$ cat src/rtl/mining_pkg.sv
// -----------------------------------------------------------------------------
// mining_pkg
// Shared definitions for the mining datapath FSMs: digest/word/nonce widths,
// the state encoding and the difficulty clamp helper.
// No ports (package).
// -----------------------------------------------------------------------------
package mining_pkg;

   localparam int DIGEST_W         = 256;
   localparam int WORD_W           = 32;
   localparam int NONCE_W          = 16;
   localparam int WORDS_PER_DIGEST = DIGEST_W / WORD_W;
   localparam int LZ_W             = 9;   // 0..256 leading zeros
   localparam int IDX_W            = 3;   // word index 0..7
   localparam int DIFF_W           = 9;

   typedef enum logic [2:0] {
      ST_IDLE  = 3'd0,
      ST_CHECK = 3'd1,
      ST_NEXT  = 3'd2,
      ST_SEND  = 3'd3,
      ST_DONE  = 3'd4
   } state_e;

   // Targets above the digest width cannot be exceeded by any digest, so they
   // collapse to "all bits zero".
   function automatic logic [LZ_W-1:0] clamp_difficulty(input logic [DIFF_W-1:0] d);
      if (d > DIFF_W'(DIGEST_W)) begin
         return LZ_W'(DIGEST_W);
      end
      return d;
   endfunction

endpackage

$ cat src/rtl/mining_hash_reader_lzc256.sv
// -----------------------------------------------------------------------------
// lzc256
// Combinational leading-zero counter over a 256-bit digest.
// Ports:
//   data_i  [255:0] in  : value to scan, bit 255 is the MSB
//   count_o [8:0]   out : number of leading zero bits, 256 for an all-zero input
// -----------------------------------------------------------------------------
module lzc256
   import mining_pkg::*;
(
   input  logic [DIGEST_W-1:0] data_i,
   output logic [LZ_W-1:0]     count_o
);

   // Scan from LSB upward; the last set bit seen is the most significant one,
   // so it wins and defines the count.
   always_comb begin
      count_o = LZ_W'(DIGEST_W);
      for (int i = 0; i < DIGEST_W; i++) begin
         if (data_i[i]) begin
            count_o = LZ_W'(DIGEST_W - 1 - i);
         end
      end
   end

endmodule

$ cat src/rtl/mining_hash_reader.sv
// -----------------------------------------------------------------------------
// mining_hash_reader
// Consumer end of the mining datapath. Captures a digest on `fine`, compares its
// leading-zero count against the difficulty target, requests the next nonce on
// a miss, and streams the digest as eight 32-bit words on a hit, then holds
// until `restart`.
// Ports:
//   clock        in   : rising-edge clock
//   reset        in   : asynchronous active-high reset, clears all state
//   fine         in   : one-cycle pulse, HASH valid
//   HASH [255:0] in   : digest, bit 255 = MSB
//   difficulty[8:0] in: required leading zero bits (values >256 clamp to 256)
//   restart      in   : clear nonce/found/sticky flags, return to idle
//   out_ready    in   : downstream accepts the current word
//   out_data[31:0] out: current digest word, MSW first
//   out_valid    out  : out_data valid
//   out_last     out  : high with the eighth word
//   found        out  : held from hit until restart/reset
//   nonce [15:0] out  : current nonce (winning nonce once found)
//   nonce_inc    out  : one-cycle pulse requesting the next nonce
//   wrapped      out  : sticky, nonce rolled over 0xFFFF -> 0
//   overrun      out  : sticky, fine arrived while busy
// -----------------------------------------------------------------------------
module mining_hash_reader
   import mining_pkg::*;
(
   input  logic                clock,
   input  logic                reset,
   input  logic                fine,
   input  logic [DIGEST_W-1:0] HASH,
   input  logic [DIFF_W-1:0]   difficulty,
   input  logic                restart,
   input  logic                out_ready,
   output logic [WORD_W-1:0]   out_data,
   output logic                out_valid,
   output logic                out_last,
   output logic                found,
   output logic [NONCE_W-1:0]  nonce,
   output logic                nonce_inc,
   output logic                wrapped,
   output logic                overrun
);

   state_e               state_q,   state_d;
   logic [DIGEST_W-1:0]  digest_q,  digest_d;
   logic [IDX_W-1:0]     idx_q,     idx_d;
   logic [NONCE_W-1:0]   nonce_q,   nonce_d;
   logic                 found_q,   found_d;
   logic                 wrapped_q, wrapped_d;
   logic                 overrun_q, overrun_d;

   logic [LZ_W-1:0]      lz;
   logic                 hit;

   function automatic logic [WORD_W-1:0] word_sel(input logic [DIGEST_W-1:0] d,
                                                  input logic [IDX_W-1:0]    i);
      word_sel = '0;
      for (int w = 0; w < WORDS_PER_DIGEST; w++) begin
         if (i == IDX_W'(w)) begin
            word_sel = d[DIGEST_W-1-WORD_W*w -: WORD_W];
         end
      end
   endfunction

   lzc256 u_lzc (
      .data_i  (digest_q),
      .count_o (lz)
   );

   // difficulty is only consulted while in CHECK
   assign hit = (lz >= clamp_difficulty(difficulty));

   always_comb begin
      state_d   = state_q;
      digest_d  = digest_q;
      idx_d     = idx_q;
      nonce_d   = nonce_q;
      found_d   = found_q;
      wrapped_d = wrapped_q;
      overrun_d = overrun_q;

      if (restart) begin
         // restart beats everything, including a simultaneous fine
         state_d   = ST_IDLE;
         idx_d     = '0;
         nonce_d   = '0;
         found_d   = 1'b0;
         wrapped_d = 1'b0;
         overrun_d = 1'b0;
      end else begin
         if (fine && (state_q != ST_IDLE)) begin
            overrun_d = 1'b1;
         end
         unique case (state_q)
            ST_IDLE: begin
               if (fine) begin
                  digest_d = HASH;
                  state_d  = ST_CHECK;
               end
            end
            ST_CHECK: begin
               if (hit) begin
                  found_d = 1'b1;
                  idx_d   = '0;
                  state_d = ST_SEND;
               end else begin
                  state_d = ST_NEXT;
               end
            end
            ST_NEXT: begin
               nonce_d = nonce_q + NONCE_W'(1);
               if (nonce_q == '1) begin
                  wrapped_d = 1'b1;
               end
               state_d = ST_IDLE;
            end
            ST_SEND: begin
               if (out_ready) begin
                  if (idx_q == IDX_W'(WORDS_PER_DIGEST - 1)) begin
                     state_d = ST_DONE;
                  end else begin
                     idx_d = idx_q + IDX_W'(1);
                  end
               end
            end
            ST_DONE: begin
               state_d = ST_DONE;
            end
            default: begin
               state_d = ST_IDLE;
            end
         endcase
      end
   end

   always_ff @(posedge clock or posedge reset) begin
      if (reset) begin
         state_q   <= ST_IDLE;
         digest_q  <= '0;
         idx_q     <= '0;
         nonce_q   <= '0;
         found_q   <= 1'b0;
         wrapped_q <= 1'b0;
         overrun_q <= 1'b0;
      end else begin
         state_q   <= state_d;
         digest_q  <= digest_d;
         idx_q     <= idx_d;
         nonce_q   <= nonce_d;
         found_q   <= found_d;
         wrapped_q <= wrapped_d;
         overrun_q <= overrun_d;
      end
   end

   // Outputs decode straight from registered state, so a reset drops the
   // stream immediately without a final out_last.
   assign out_valid = (state_q == ST_SEND);
   assign out_last  = out_valid && (idx_q == IDX_W'(WORDS_PER_DIGEST - 1));
   assign out_data  = out_valid ? word_sel(digest_q, idx_q) : '0;
   assign nonce_inc = (state_q == ST_NEXT);
   assign found     = found_q;
   assign nonce     = nonce_q;
   assign wrapped   = wrapped_q;
   assign overrun   = overrun_q;

endmodule

$ cat config.mk
export PLATFORM = sky130hd
export DESIGN_NAME = mining_hash_reader
export DESIGN_NICKNAME = d
export VERILOG_FILES = /design/src/rtl/mining_pkg.sv /design/src/rtl/mining_hash_reader_lzc256.sv /design/src/rtl/mining_hash_reader.sv
export SDC_FILE = /design/constraint.sdc
export NUM_CORES = 1
export LEC_CHECK = 0
export BUFFER_PORTS_ARGS = -buffer_cell sky130_fd_sc_hd__buf_2
export CORE_MARGIN = 1.5
export CORE_UTILIZATION = 55
export CTS_CLUSTER_SIZE = 40
export DETAILED_ROUTE_END_ITERATION = 16
export PLACE_DENSITY = 0.79
export SLEW_MARGIN = 40
export SYNTH_ARGS = -nofsm -noshare
export SYNTH_HDL_FRONTEND = slang
export SYNTH_HIERARCHICAL = 1
export SYNTH_SLANG_ARGS = --single-unit
$ cat constraint.sdc
create_clock -name clock -period 24.1 [get_ports clock]
set_input_delay 6.025 -clock clock [delete_from_list [all_inputs] [get_ports clock]]
set_output_delay 6.025 -clock clock [all_outputs]
set_load 0.005 [all_outputs]
# Word level (Yosys, flattened, before mapping)
# Index checks and enable logic that the tools add are counted.
# totals
register_bits	281
inputBits	270
out_inout_bits	54
word_cells	334
# op_classes
addsub	2
order_cmp	2
eq_ne	17
n_mux	289
n_bitwise	1
n_reduce_logical	16
# ops
op	count
$mux W9	258
$mux W32	9
$mux W16	2
$mux W3	8
$add A16 B1 Y16 const B	1
$eq A16 B16 Y1 const B	1
$eq A3 B3 Y1 const B	5
$eq A3 B2 Y1 const B	4
$ne A3 B3 Y1 const B	4
$pmux W3 S4	1
$mux W1	10
$reduce_bool A2 Y1	5
$ge A9 B9 Y1	1
$gt A9 B9 Y1 const B	1
$eq A3 B1 Y1 const B	2
$logic_not A3 Y1	2
$pmux W3 S2	1
$reduce_and A3 Y1	2
$reduce_bool A3 Y1	2
$reduce_and A2 Y1	2
$reduce_and A4 Y1	1
$add A3 B1 Y3 const B	1
$ne A3 B2 Y1 const B	1
$logic_and A1 B1 Y1	2
$not A1 Y1	1

# Logic depth before layout (Yosys ltp)
# Gate-level depths: netlist of the first run.
# logic_depth
word_depth	260
mapped_depth	13
mapped_depth_nobuf	13

# Modules after synthesis
# The synthesis of the first run kept the hierarchy.
# modules_own_cells
mod	n_inst	cells_each	area_each_um2	seq_area_each_um2
mining_hash_reader	1	1088	13434.1	7031.7
lzc256	1	624	3590.9	0.0

# Worst setup path before layout of the first run
# Ideal clock, no wire load.
# synth_path
path_kind	flip-flop to output port
startpoint	reg idx_q[2]
endpoint	out out_data[11]
t_arrival_ns	2.420
t_required_ns	18.075
slack_ns	15.655
stages_incl_launch_ff	12
path_buffers	6
cell_sequence	dfrtp_1 -> clkbuf_1 -> buf_2 -> buf_1 -> inv_1 -> ha_1 -> clkbuf_1 -> or2_1 -> buf_2 -> buf_2 -> o32a_1 -> o21ai_1
# synth_via
elab_chain_cells	10
word_cells_on_any_way	17
cone_classes	eq/ne (7); mux (9); reduce/logical (1)
# synth_lines
element	line_no	rtl
from (decl)	mining_hash_reader.sv:46	logic [IDX_W-1:0] idx_q, idx_d;
from (signal assigned)	mining_hash_reader.sv:148	idx_q <= idx_d;
$logic_not A3 Y1	mining_hash_reader.sv:59	if (i == IDX_W'(w)) begin
$mux W32 (7 in a row)	mining_hash_reader.sv:59	
$mux W32 (*)	mining_hash_reader.sv:59	
$mux W32 (*)	mining_hash_reader.sv:160	assign out_data = out_valid ? word_sel(digest_q, idx_q) : '0;
to (decl)	mining_hash_reader.sv:34	output logic [WORD_W-1:0] out_data,
# Every way passes the cells marked *; elsewhere a longest branch is shown, timed or not.

# Worst setup path in the final report of the first run
# layout_path
startpoint	reg idx_q[2]
endpoint	out out_data[31]
# Same word-level chain as after synthesis.

==> results of run 1 <==
## state kept, by name, summed over array words and instances, names as in the netlist
name,flops
digest_q,256
nonce,16
idx_q,3
state_q,3
found,1
overrun,1
wrapped,1
## logic make-up (layout without fill, tap and decap cells)
logic type / after synthesis / count (layout) / synth area share [%]
AND/OR/NAND/NOR: 517 / 517 / 17.24
AO/OA/AOI/OAI: 490 / 490 / 19.25
flip-flops: 281 / 281 / 41.30
multiplexers: 257 / 257 / 16.99
buffers and inverters: 143 / 444 / 3.623
adder cells (fa/ha/maj): 16 / 16 / 1.176
XOR/XNOR: 8 / 8 / 0.4116
other: 0 / 1 / 0
## cells in the mapped netlist, drive strengths merged, types with 6 or more instances
cell type and count:
a221oi 30, a22oi 32, nand2 72, inv 52, clkbuf 36, a2111oi 8, a211oi 8, nand2b 21
a21oi 126, o31ai 21, and2 7, o32a 27, o2111ai 7, ha 16, nor2b 40, dfrtp 281
nand4 23, o21bai 6, o211ai 12, o21ai 122, nand3b 33, nand3 28, and3 6, a21o 29
nor2 124, xor2 6, a31oi 10, or4 12, nor4 77, or3 14, mux2 256, nor3 45
buf 53, o21a 8
## per-stage QoR
| stage | setup slack [ns] | cells | total power [mW] | utilization (%) |
|---|---|---|---|---|
| floorplan | 10.32 | 1712 | 0.9188 | - |
| global placement | 14.86 | 2356 | 1.100 | 61.87 |
| detailed placement | 15.01 | 2356 | 1.110 | 61.90 |
| CTS | 14.59 | 2408 | 1.595 | 65.25 |
| global route | 14.44 | 2409 | 1.664 | 65.43 |
| finish | 14.46 | 2410 | 1.614 | 65.44 |
## layout make-up
| class | count | area (um^2) | area share, % |
|---|---|---|---|
| antenna | 1 | 2.502 | 0.01253 |
| sequential | 281 | 7032 | 35.22 |
| clock inverter | 14 | 202.7 | 1.015 |
| clock buffer | 38 | 819.5 | 4.105 |
| inverter | 54 | 215.2 | 1.078 |
| tap | 396 | 495.5 | 2.482 |
| multi-input combinational | 1288 | 9424 | 47.20 |
| timing repair buffer | 338 | 1773 | 8.881 |
## where the power goes
group          internal, mW  switching, mW  total (mW)  leakage [nW]
logic                 0.172          0.161       0.333          4.38
registers             0.568          0.230       0.798          3.36
clock network         0.291          0.192       0.483         0.511
total                  1.03          0.583        1.61          8.25
## routing by layer
| layer | share of wire [%] | GRT usage, % | up-vias | routed length, um |
|---|---|---|---|---|
| li1 | - | - | 7091 | - |
| met5 | 0 | 0 | - | 0 |
| met1 | 40 | 55.80 | 8061 | 26660 |
| met2 | 45 | 63.92 | 1185 | 30270 |
| met3 | 11 | 8.567 | 219 | 7417 |
| met4 | 4.5 | 16.35 | 0 | 3030 |
## final timing paths
kind                            slack, ns      endpoint          start
worst max-delay path                14.46  out_data[31]       idx_q[2]
worst min-delay path                 0.51       overrun        overrun
worst max register to register      19.36      idx_q[1]  digest_q[148]
worst min register to register       0.51       overrun        overrun
max in group asynchronous           17.29      nonce[5]          reset
min in group asynchronous            5.50  digest_q[80]          reset
## tightest hold or removal path, stage by stage, from the launching register on
cell and delay [ns]:
dfrtp_1 0.35, a21oi_1 0.05, nor2_1 0.07
==> impl_metrics.toml, run 1 <==
[finish]
n_fill_cell = 2431
syn_to_final_growth_pct = 17.26
final_area_um2 = 19960
nets = 2277
drive_gt1_share_pct = 34.43
final_cell_mix = "buf_2, dfrtp_1, mux2_2"
final_common_cell = "buf_2"

[synthesis]
synth_edf_count = 0
yosys_warnings = 6
avgSynthCellArea_um2 = 9.945
syn_area_um2 = 17030
async_flop_share_pct = 100.0
synthFlopType = "dfrtp_1"
syn_nets = 1998
yosysSeqAreaShare_pct = 41.30
synth_top_area_share_pct = 41.30
yosysTopAreaCell = "dfrtp_1"
ys_ff_latch = 281
syn_inst = 1712
synthTopCellsByArea = "dfrtp_1, mux2_2, a21oi_1, nor2_1, o21ai_0"
synth_cell_types = 83

[clocking]
clk_pin_slew_ns = 0.06
post_cts_buffers = 0
cts_num_sinks = 281
cts_tree = "yes"
numCtsBuffers = 28
cts_hold_buffers = 0
cts-root-buf = "clkbuf_16"
cts-resized-gates = 0
insertion_delay_ns = 0.57
clockBufferDepth = 3
h-tree-depth = 1

[route]
drt_iter0_markers = 2232
wl_um = 67380
route.detailed.drc = 0
avgRoutedWirePerCell_um = 27.96
drt-vias-per-instance = 6.870
drt.antenna.violating_nets = 0
vias = 16556
drtPass1Iterations = 6

[floorplanning]
pin_count = 324
die_h_um = 178.9
die_w_um = 178.9
core_um2 = 30510
dieArea_um2 = 32020
row_count = 64
start_util_pct = 55.80

[place]
port-buffer-count = 323
postPlaceCellArea_um2 = 18890
gp_congestion = 1.068
hpwlAfterDp_um = 51620

[timing]
setup_viol = 0
period_share_pct = 40.01
post-route-min-period_ns = 9.643
rsz0062_at_grt = "false"
hold_slack_ns = 0.5091
timing.fmax_mhz = 103.7
fin_tns_setup_ns = 0
worstMarginPinSlew_ns = 0.8615
drv_slew = 0
relSlewSlack_pct = 41.08
fin_worst_skew_ns = 0.01516
hold_viol = 0

[pwr]
p_leak_nw = 8.252
ir_drop_uv = 64.99
power_density_nw_per_um2 = 80.85

[min_path]
hp-class = "register to register"
hold_path_depth = 2

[worst_setup_path]
path_common_cell = "buf_4"
slowest_stage = "or2_2"
r2r_cells = 14
required_ns = 18.07
critical-path-max-stage-delay_ns = 0.59
crit_buf_inv = 4
crit_path_end_kind = "primary output"
worst-path-stages = 8
cp_max_fo = 63
crit_type = "register to primary output"
critPathTopFamily = "buffers and inverters"
cp.arrival_ns = 3.62
crit_path_start_kind = "register"
path_cells = "buf_4 -> inv_1 -> ha_2 -> buf_4 -> or2_2 -> o32a_1 -> o21ai_0 -> buf_2"

[grt]
overflow = 0
grt_pass1_wl_um = 97290
grt_use_total_pct = 41.05
antenna_found_initial = 0
grt_max_degree = 159
grt_pass1_vias = 15641

[status]
status = "complete, no violations"

[job]
maxCapViolCount = 0
(Power assumes the default switching activity.)
==> run 2, diff against run 1 <==
ABC_AREA = 1   (was unset)
PLACE_DENSITY = 0.78   (was 0.79)
clock period = 9.9 ns   (was 24.1 ns; I/O delays follow)
==> run 2 against run 1 <==
Effect of this change: the flow now finishes with violations (negative setup slack); sequential share of layout area fell by 3.9 points; hold slack improved by 0.026 ns; sequential power rose to 2.7 times the previous value; first-iteration DRC count fell by 15%; critical path depth rose by 258; power rose to 3.9 times the previous value; sequential cell count did not move; die area rose by 9.9%; global-route usage fell by 5.5 points; synthesized cell count rose by 60%; core utilization rose by 1.6 points; largest power group is now combinational cells.
==> impl_metrics.toml, run 2 <==
[worst_setup_path]
crit_path_start_kind = "register"
crit_path_end_kind = "register"
slowest_stage = "dfrtp_1"
path_common_cell = "nand2_1"
ff2ff_setup_slack_ns = -4.09
required_ns = 10.35
crit_type = "register to register"
cp.arrival_ns = 14.44
cp_max_fo = 6
critical-path-max-stage-delay_ns = 0.38

[finish]
final_common_cell = "nand2_1"
final_cells = 3569
final_cell_mix = "nand2_1, inv_1, nor2_1"
n_fill_cell = 3034
final_util_pct = 67.00
nets = 3382
final_area_um2 = 22470
largest_register = "digest_q"
largest_register_ff_count = 256
syn_to_final_growth_pct = 19.85
drive_gt1_share_pct = 21.60

[route]
wl_um = 62530
drt_iter0_markers = 1887
drt-vias-per-instance = 5.275
vias = 18827
route.detailed.drc = 0
avgRoutedWirePerCell_um = 17.52
drtPass1Iterations = 6
drt.antenna.violating_nets = 0

[pwr]
p_leak_nw = 12.69
ir_drop_uv = 174.7
comb_power_share_pct = 44.5
power_density_nw_per_um2 = 280.2
switching_power_mw = 2.562
swShare_pct = 40.70
pwr-share-seq_pct = 34.6
finalPower_mw = 6.295
p_int_mw = 3.733
clock_power_share_pct = 20.9

[synthesis]
yosysTopAreaCell = "dfrtp_1"
synthTopCellsByArea = "dfrtp_1, nand2_1, inv_1, mux2_2, nor2_1"
synth_top_cells_by_count = "nand2_1, inv_1, nor2_1"
avgSynthCellArea_um2 = 6.861
synth_top_area_share_pct = 37.51
yosysMostFrequentCell = "nand2_1"
synth_cell_types = 41
syn_nets = 3018
syn_inst = 2732
yosys_warnings = 6
ys_ff_latch = 281
synthFlopType = "dfrtp_1"
syn_area_um2 = 18740
async_flop_share_pct = 100.0
synth_edf_count = 0
yosysSeqAreaShare_pct = 37.51

[place]
port-buffer-count = 323
gp_congestion = 1.008
dp.cells = 3506
postPlaceCellArea_um2 = 21260
pre_cts_slack_ns = -3.754
hpwlAfterDp_um = 48510

[floorplanning]
die_w_um = 187.6
die_h_um = 187.6
row_count = 67
start_util_pct = 55.90
core_um2 = 33530
pin_count = 324
dieArea_um2 = 35200

[status]
violations = "negative setup slack"
status = "finished with violations"

[timing]
hold_viol = 0
relSlewSlack_pct = 48.25
setup_viol = 5
fin_worst_skew_ns = 0.01165
rsz0062_at_grt = "true"
setup_ws_ns = -4.088
period_share_pct = 141.3
drv_slew = 0
hold_slack_ns = 0.5351
worstMarginPinSlew_ns = 0.7762
timing.fmax_mhz = 71.49
post-route-min-period_ns = 13.99
fin_tns_setup_ns = -20.28

[clocking]
cts_tree = "yes"
numCtsBuffers = 35
clk_pin_slew_ns = 0.06
insertion_delay_ns = 0.52
cts_num_sinks = 281
h-tree-depth = 2
cts-root-buf = "clkbuf_16"
clockBufferDepth = 3

[job]
maxCapViolCount = 0

[grt]
grt_use_total_pct = 35.57
overflow = 0
grt_pass1_wl_um = 97840
grt_max_degree = 130
grt_pass1_vias = 18113
antenna_found_initial = 1

[min_path]
hp-class = "register to register"
==> run 2: changes by cell type after synthesis, moves of 33 or more <==
cell      before  now
nor2b_1       40    0
nand3b_1      33    0
inv_1         52  509
nand3_1       27  108
nor4_1        57   16
mux2_2       256  123
nor2_1       124  363
nand2_1       72  748
a21oi_1      126  223
==> run 2: worst max-delay path, delay by kind of cell (launching register included) <==
kind,cells,cell delay (ns)
flops,1,0.38
simple gates,260,12.89
fa+ha+maj,1,0.26
buf+inv,4,0.30
compound gates,1,0.10
==> run 2: layer usage <==
| metal | vias to the layer above | GRT usage (%) | share of wire, % |
|---|---|---|---|
| met3 | 108 | 3.930 | 9.0 |
| met2 | 853 | 52.95 | 42 |
| met4 | 0 | 12.80 | 3.8 |
| li1 | 9088 | - | - |
| met1 | 8778 | 53.40 | 45 |
| met5 | - | 0 | 0 |
==> run 2: area by class of cell <==
class	instances	area [um^2]	area share, %
multi-input cells	1796	8715	38.79
flip-flops and latches	281	7032	31.30
diodes	1	2.502	0.01114
well taps	448	560.5	2.495
clock inverters	14	160.2	0.7129
clock buffers	47	1013	4.511
inverters	556	2520	11.22
repair buffers	426	2462	10.96
==> run 2: kinds of logic after synthesis <==
group           share of synthesized area [%]
simple gates                            27.47
buf+inv                                 16.31
compound gates                          10.25
flops                                   37.51
mux                                     7.389
fa+ha+maj                               1.068
==> run 2: timing repair <==
action                                  in CTS  in global routing
gates resized for setup                      4                  0
endpoints found under the setup margin       5                  5
hold buffers                                 0                  0
buffers inserted                             1                  0
pin swaps                                    0                  1
==> run 2: final timing paths <==
| kind | start | endpoint | depth (start not counted) |
|---|---|---|---|
| setup reg to reg | digest_q[1] | idx_q[0] | 266 |
| hold / removal | found | found | 2 |
| hold reg to reg | found | found | 2 |
| min in group asynchronous | reset | digest_q[165] | 2 |
| max in group asynchronous | reset | digest_q[50] | 4 |
| setup / recovery | digest_q[1] | idx_q[0] | 266 |
==> run 2: power by group through the flow <==
stage	Combinational (mW)	Sequential, mW	Clock, mW
3_5_place_dp	2.73	2.18	0
6_report	2.80	2.18	1.32
2_1_floorplan	1.80	2.05	0
4_1_cts	2.75	2.17	1.33
5_1_grt	3.11	2.24	1.37
3_3_place_gp	2.67	2.16	0
